`src/rtl/mem_port_arbiter.sv`:
```
// mem_port_arbiter
//   Shares one single-port, 1-cycle-read-latency memory between the
//   instruction-fetch port and the data port. The arbiter grants at most one
//   access per cycle, and the data port has priority. For stores it builds the
//   byte-lane enables and replicated write data. For loads it selects and
//   extends the addressed byte or halfword. A grant in cycle N gives a response
//   pulse in cycle N+1, and a new grant can be made in that same cycle.
//
//   Optional feature: define MEM_ARB_STARVE_GUARD_EN to build a fetch
//   anti-starvation counter. After four consecutive data grants made while a
//   fetch was waiting, the next grant goes to fetch.

module mem_port_arbiter #(
  parameter int DATA_LEN = 32,
  parameter int ADDR_LEN = 32
) (
  input  logic                clk,
  input  logic                reset,

  // Instruction-fetch port
  input  logic                if_req,
  input  logic [ADDR_LEN-1:0] if_addr,
  output logic [DATA_LEN-1:0] if_rdata,
  output logic                if_valid,

  // Data port
  input  logic                d_req,
  input  logic                d_we,
  input  logic [2:0]          d_fn,
  input  logic [ADDR_LEN-1:0] d_addr,
  input  logic [DATA_LEN-1:0] d_wdata,
  output logic [DATA_LEN-1:0] d_rdata,
  output logic                d_valid,
  output logic                d_misalign,

  // Unified memory
  output logic                m_en,
  output logic                m_we,
  output logic [3:0]          m_be,
  output logic [ADDR_LEN-1:0] m_addr,
  output logic [DATA_LEN-1:0] m_wdata,
  input  logic [DATA_LEN-1:0] m_rdata,

  // Pipeline freeze
  output logic                cpu_stall
);

  typedef enum logic [1:0] {
    IDLE    = 2'd0,
    WAIT_IF = 2'd1,
    WAIT_D  = 2'd2
  } state_t;

  typedef enum logic [1:0] {
    SZ_B = 2'd0,
    SZ_H = 2'd1,
    SZ_W = 2'd2
  } size_t;

  // funct3 load/store encodings
  localparam logic [2:0] FN_B  = 3'b000;
  localparam logic [2:0] FN_H  = 3'b001;
  localparam logic [2:0] FN_BU = 3'b100;
  localparam logic [2:0] FN_HU = 3'b101;

  // Access size from funct3. Codes 011, 110 and 111 fall through to word.
  function automatic size_t fn_size(input logic [2:0] fn);
    case (fn)
      FN_B, FN_BU: fn_size = SZ_B;
      FN_H, FN_HU: fn_size = SZ_H;
      default:     fn_size = SZ_W;
    endcase
  endfunction

  state_t      state_q, state_d;

  // Response context captured at grant time. Later changes on the data inputs
  // do not affect the extraction done in the response cycle.
  logic [1:0]  rsp_off_q;
  logic [2:0]  rsp_fn_q;
  logic        rsp_store_q;
  logic        rsp_mis_q;

  logic        if_elig;
  logic        d_elig;
  logic        grant_d;
  logic        grant_if;
  logic        starve_force;
  size_t       d_size;
  logic        d_mis;

  // The fetch address is word-aligned by contract, so its low bits are dropped.
  logic        if_addr_lo_unused;
  assign if_addr_lo_unused = ^if_addr[1:0];

  // Response pulses come straight from the wait states. An async reset
  // therefore clears them immediately.
  always_comb begin
    if_valid = (state_q == WAIT_IF);
    d_valid  = (state_q == WAIT_D);
  end

  // A port whose response is showing this cycle cannot win again until it has
  // dropped or updated its request.
  always_comb begin
    if_elig   = if_req & ~if_valid;
    d_elig    = d_req  & ~d_valid;
    cpu_stall = if_elig | d_elig;
  end

  // Decode the size of the data request and detect misalignment.
  always_comb begin
    d_size = fn_size(d_fn);
    d_mis  = ((d_size == SZ_H) &&  d_addr[0]) ||
             ((d_size == SZ_W) && (d_addr[1:0] != 2'b00));
  end

`ifdef MEM_ARB_STARVE_GUARD_EN
  logic [2:0] starve_cnt_q;

  // Force a fetch grant once four data grants have passed over a waiting fetch.
  always_comb begin
    starve_force = (starve_cnt_q == 3'd4) && if_elig;
  end

  // Count data grants that overtook a pending fetch. Any fetch grant clears it.
  always_ff @(posedge clk or posedge reset) begin
    if (reset) begin
      starve_cnt_q <= 3'd0;
    end else if (grant_if) begin
      starve_cnt_q <= 3'd0;
    end else if (grant_d && if_elig && (starve_cnt_q != 3'd4)) begin
      starve_cnt_q <= starve_cnt_q + 3'd1;
    end
  end
`else
  always_comb begin
    starve_force = 1'b0;
  end
`endif

  // Arbitration, memory command and next state.
  always_comb begin
    // NOTE: every signal gets a default before any branch. If one path left a
    // signal unassigned, the tool would infer a latch to hold its old value.
    state_d  = IDLE;
    grant_d  = 1'b0;
    grant_if = 1'b0;
    m_en     = 1'b0;
    m_we     = 1'b0;
    m_be     = 4'b0000;
    m_addr   = '0;
    m_wdata  = '0;

    if (!reset) begin
      grant_d  = d_elig & ~starve_force;
      grant_if = if_elig & ~grant_d;
    end

    if (grant_d) begin
      state_d = WAIT_D;
      // A misaligned access uses its grant slot but never reaches memory.
      if (!d_mis) begin
        m_en   = 1'b1;
        m_addr = {d_addr[ADDR_LEN-1:2], 2'b00};
        if (d_we) begin
          m_we = 1'b1;
          case (d_size)
            SZ_B: begin
              m_be    = 4'b0001 << d_addr[1:0];
              m_wdata = {4{d_wdata[7:0]}};
            end
            SZ_H: begin
              m_be    = 4'b0011 << d_addr[1:0];
              m_wdata = {2{d_wdata[15:0]}};
            end
            default: begin
              m_be    = 4'b1111;
              m_wdata = d_wdata;
            end
          endcase
        end
      end
    end else if (grant_if) begin
      state_d = WAIT_IF;
      m_en    = 1'b1;
      m_addr  = {if_addr[ADDR_LEN-1:2], 2'b00};
    end
  end

  // State register. Reset drops any in-flight response.
  always_ff @(posedge clk or posedge reset) begin
    if (reset) begin
      state_q <= IDLE;
    end else begin
      // NOTE: sequential state uses non-blocking assignment. All flops then
      // sample their inputs from before the edge, whatever order the blocks run in.
      state_q <= state_d;
    end
  end

  // Capture the data-access context that the response cycle will need.
  always_ff @(posedge clk or posedge reset) begin
    if (reset) begin
      rsp_off_q   <= 2'b00;
      rsp_fn_q    <= 3'b000;
      rsp_store_q <= 1'b0;
      rsp_mis_q   <= 1'b0;
    end else if (grant_d) begin
      rsp_off_q   <= d_addr[1:0];
      rsp_fn_q    <= d_fn;
      rsp_store_q <= d_we;
      rsp_mis_q   <= d_mis;
    end
  end

  // Form the response data: fetch passthrough, then load lane select and extension.
  always_comb begin
    logic [7:0]  lane_b;
    logic [15:0] lane_h;

    if_rdata   = if_valid ? m_rdata : '0;
    d_misalign = d_valid & rsp_mis_q;
    d_rdata    = '0;

    case (rsp_off_q)
      2'd0:    lane_b = m_rdata[7:0];
      2'd1:    lane_b = m_rdata[15:8];
      2'd2:    lane_b = m_rdata[23:16];
      default: lane_b = m_rdata[31:24];
    endcase
    lane_h = rsp_off_q[1] ? m_rdata[31:16] : m_rdata[15:0];

    if (d_valid && !rsp_mis_q && !rsp_store_q) begin
      case (rsp_fn_q)
        FN_B:    d_rdata = {{(DATA_LEN-8){lane_b[7]}}, lane_b};
        FN_H:    d_rdata = {{(DATA_LEN-16){lane_h[15]}}, lane_h};
        FN_BU:   d_rdata = {{(DATA_LEN-8){1'b0}}, lane_b};
        FN_HU:   d_rdata = {{(DATA_LEN-16){1'b0}}, lane_h};
        default: d_rdata = m_rdata;
      endcase
    end
  end

endmodule
```
`config.mk`:
```
export PLATFORM = sky130hd
export DESIGN_NAME = mem_port_arbiter
export DESIGN_NICKNAME = d
export VERILOG_FILES = /design/src/rtl/mem_port_arbiter.sv
export SDC_FILE = /design/constraint.sdc
export NUM_CORES = 1
export LEC_CHECK = 0
export CAP_MARGIN = 20
export CORE_AREA = 3 3 106 108
export CTS_CLUSTER_DIAMETER = 30
export DETAILED_ROUTE_END_ITERATION = 16
export DIE_AREA = 0 0 109 111
export GPL_ROUTABILITY_DRIVEN = 0
export PLACE_DENSITY = 0.71
export SLEW_MARGIN = 10
export SYNTH_ARGS = -nofsm -noshare
export SYNTH_HDL_FRONTEND = slang
export SYNTH_SLANG_ARGS = --single-unit
```
`constraint.sdc`:
```
create_clock -name clk -period 1.98 [get_ports clk]
set_input_delay 0.297 -clock clk [delete_from_list [all_inputs] [get_ports clk]]
set_output_delay 0.297 -clock clk [all_outputs]
set_load 0.02 [all_outputs]
```
==> implementation parameters <==
Parameter                              Value

Global routing
  First-pass GRT wire length ... 22.3 mm
  Total Routing Usage GR ... 0.231
  Met1 demand-to-capacity share in global routing ... 0.245
  Initial antenna violation count ... 0
  Global Route met2 Usage ... 0.439
  Met3 layer usage reported by global route ... 0.0542
  Maximum number of pins on one net before global-route repair ... 27
  Via count of the first global-routing pass ... 4242
  Most utilized layer in the global route result ... met2
  Residual overflow from global routing ... 0

Routing
  Final routed DRC violation total ... 0
  Via total after detailed routing ... 4100
  Routed Antenna Nets ... 0
  Detailed-route wire length per cell ... 18.0 um
  DRC marker count from the first detailed-route iteration ... 245
  Routed via count divided by cell count ... 4.87
  Router iterations before antenna repair ... 4
  Final wirelength ... 15.2 mm

Synthesis
  Async S/R FF share, synth ... 1.00
  Top FF cell, synth ... sky130_fd_sc_hd__dfrtp_1
  Post-Syn Instances ... 351
  Number of different library cells in the post-synthesis netlist ... 43
  Count of yosys warnings during synthesis ... 0
  Count of flip-flops with a built-in enable after synthesis ... 0
  Synthesized flop and latch total ... 9
  Register area share after synthesis ... 0.0993
  Netlist Area Pre-Place ... 2270 um2
  Avg Inst Size Synth ... 6.46 um2

Status
  Outcome ... finished, violations left
  Violations in the final reports ... negative setup slack

Timing
  Peak Freq ... 427 MHz
  RSZ-0062 raised after global routing ... true
  Final number of setup-violating endpoints ... 90
  Tcrit/Tclk final ... 1.18
  Maximum clock skew at final layout ... 0.00441 ns
  Final hold viol count ... 0
  Final worst setup slack ... -0.360 ns
  Number of pins exceeding their max-slew limit in the final report ... 0
  Min Clock Period, post-route ... 2.34 ns
  Worst hold slack across all endpoints ... 0.236 ns

Die
  Number of primary I/O pins ... 274
  Die span in y ... 111 um
  Number of cell rows ... 37
  Initial standard-cell utilization of the core ... 0.220
  Die Footprint ... 12100 um2
  Chip width ... 109 um
  Total core area ... 10300 um2

Cells and area
  Net total in the final layout ... 843
  Final antenna diode count ... 0
  Share of post-route cells with drive strength above 1 ... 0.484
  Count of fill cells added during filler insertion ... 853
  Combined flip-flop and latch cell area ... 226 um2
  Commonest non-fill, non-tap cells in the layout ... 122 x sky130_fd_sc_hd__clkdlybuf4s50_1, 100 x sky130_fd_sc_hd__buf_6, 83 x sky130_fd_sc_hd__buf_4
  Most common cell after layout, fill and taps aside ... sky130_fd_sc_hd__clkdlybuf4s50_1
  Total area of multi-input combinational cells ... 2230 um2
  Area overhead of the layout relative to synthesis ... 189%

Critical path
  Kind of cell with the highest combined delay on the critical path ... buffers and inverters
  Cell breakdown of the critical path ... dlygate4sd2_1 > mux4_2 > and2_4 > o311ai_4 > buf_12 > buf_16 > a21oi_2 > buf_4
  Crit path max fanout ... 7
  Classification of the worst setup path ... primary input to output pin
  Required time at the worst-slack endpoint ... 1.68 ns
  Capturing element type of the critical path ... output pin
  Buffers and inverters on the worst path ... 4
  Arrival time reported for the critical path endpoint ... 2.04 ns
  CP max stage cell ... sky130_fd_sc_hd__mux4_2
  CP Launch Type ... primary input
  Largest stage delay on the critical path ... 0.51 ns

Clock tree
  Clock edge transition at the registers on the reported setup and hold paths ... 0.05 ns
  H-tree levels ... 1
  Worst skew pair latency ... 0.23 ns
  Number of CTS-inserted buffers ... 3
  Root Buffer Master ... sky130_fd_sc_hd__clkbuf_8
  Maximum clock insertion buffer count ... 2
  Total clock sinks ... 9
  CTS tree ... built

Power and ir drop
  Cell Pwr Density ... 321 nW/um2
  Peak supply drop ... 147 uV
  Static leakage ... 3.02 nW

Placement
  Detailed placer's ending HPWL ... 11.1 mm
  Post-place setup slack ... -0.921 ns
  Port Buf Inserts ... 269

Flow run
  Reported max-cap violation count ... 0

Hold path
  Hold crit path type ... primary input to async pin
[where the power goes]
part           total, mW  switching [mW]  leakage (nW)  internal (mW)
clock              0.210          0.0696        0.0228          0.140
sequential         0.242          0.0296         0.109          0.212
combinational       1.65           0.778          2.89          0.868
total               2.10           0.877          3.02           1.22
[synthesized netlist by cell type, types with 2 or more instances]
cell / n / area [um2]
sky130_fd_sc_hd__nor2_1: 46 / 173
sky130_fd_sc_hd__and2_1: 41 / 257
sky130_fd_sc_hd__a21oi_1: 36 / 180
sky130_fd_sc_hd__nand2_1: 35 / 131
sky130_fd_sc_hd__a22o_1: 31 / 272
sky130_fd_sc_hd__clkbuf_1: 25 / 93.8
sky130_fd_sc_hd__inv_1: 21 / 78.8
sky130_fd_sc_hd__mux2i_1: 19 / 190
sky130_fd_sc_hd__nor3_1: 15 / 75.1
sky130_fd_sc_hd__dfrtp_1: 9 / 225
sky130_fd_sc_hd__a31oi_1: 6 / 37.5
sky130_fd_sc_hd__o221a_2: 6 / 67.6
sky130_fd_sc_hd__o32ai_1: 6 / 52.6
sky130_fd_sc_hd__nor2b_1: 5 / 31.3
sky130_fd_sc_hd__o21ai_0: 5 / 25.0
sky130_fd_sc_hd__buf_1: 4 / 15.0
sky130_fd_sc_hd__mux2_2: 3 / 33.8
sky130_fd_sc_hd__nand2b_1: 3 / 18.8
sky130_fd_sc_hd__or2_2: 3 / 18.8
sky130_fd_sc_hd__xnor2_1: 3 / 26.3
sky130_fd_sc_hd__buf_2: 2 / 10.0
sky130_fd_sc_hd__buf_4: 2 / 15.0
sky130_fd_sc_hd__buf_6: 2 / 22.5
sky130_fd_sc_hd__nor3b_1: 2 / 15.0
sky130_fd_sc_hd__o211ai_1: 2 / 15.0
sky130_fd_sc_hd__o22ai_1: 2 / 12.5
[worst paths after layout]
path | startpoint | to | slack, ns | cells after the start
worst min-delay path | reset | state_q[0] | 0.24 | 3
max in group asynchronous | reset | rsp_fn_q[0] | 1.59 | 3
worst max-delay path | m_rdata[15] | d_rdata[16] | -0.36 | 8
worst max register to register | state_q[0] | rsp_fn_q[2] | 0.35 | 7
min in group clk | rsp_fn_q[2] | rsp_fn_q[2] | 0.57 | 1
worst min register to register | rsp_fn_q[2] | rsp_fn_q[2] | 0.57 | 1
[per-stage QoR]
step                utilization  instances  setup TNS, ns  total power, mW  area (um2)
floorplan                     -        352          -1.06            0.852        2310
global placement          0.552        802         -61.74             1.63        5700
detailed placement        0.552        802         -65.00             1.65        5700
CTS                       0.614        835         -18.21             2.02        6340
global route              0.634        842         -21.81             2.22        6540
finish                    0.634        842         -15.83             2.10        6540
[timing repair]
item	in CTS	in global routing
gates resized for setup	651	165
hold buffers	0	0
setup buffers	21	14
cloned	9	1
pin swaps	41	36
setup endpoints to repair	135	113
[worst min-delay path, stage by stage]
cell	delay [ns]
sky130_fd_sc_hd__dlygate4sd2_1	0.26
sky130_fd_sc_hd__inv_2	0.07
sky130_fd_sc_hd__buf_4	0.18
[cell families after synthesis]
logic type / count (synthesis) / synth area share
other: 1 / 0.00165
flip-flops: 9 / 0.0993
buffers and inverters: 57 / 0.105
XOR/XNOR: 3 / 0.0116
multiplexers: 23 / 0.109
AND/OR/NAND/NOR: 155 / 0.334
AO/OA/AOI/OAI: 103 / 0.339
[layout make-up]
type / instances / area share
Tap cell: 136 / 0.0260
Inverter: 22 / 0.0145
Timing Repair Buffer: 383 / 0.574
Sequential cell: 9 / 0.0346
Multi-Input combinational cell: 287 / 0.341
Timing Repair inverter: 1 / 0.00249
Clock buffer: 4 / 0.00689
[layer usage]
layer | up-vias | share of wire
met4 | 0 | 0.028
met5 | - | 0
li1 | 1953 | -
met2 | 224 | 0.53
met3 | 32 | 0.092
met1 | 1891 | 0.35
[sequential cells by signal (all words and copies together), names as in the netlist]
register,count
rsp_mis_q,1
rsp_store_q,1
rsp_fn_q,3
state_q,2
rsp_off_q,2
Power figures use the tool's default switching activity.
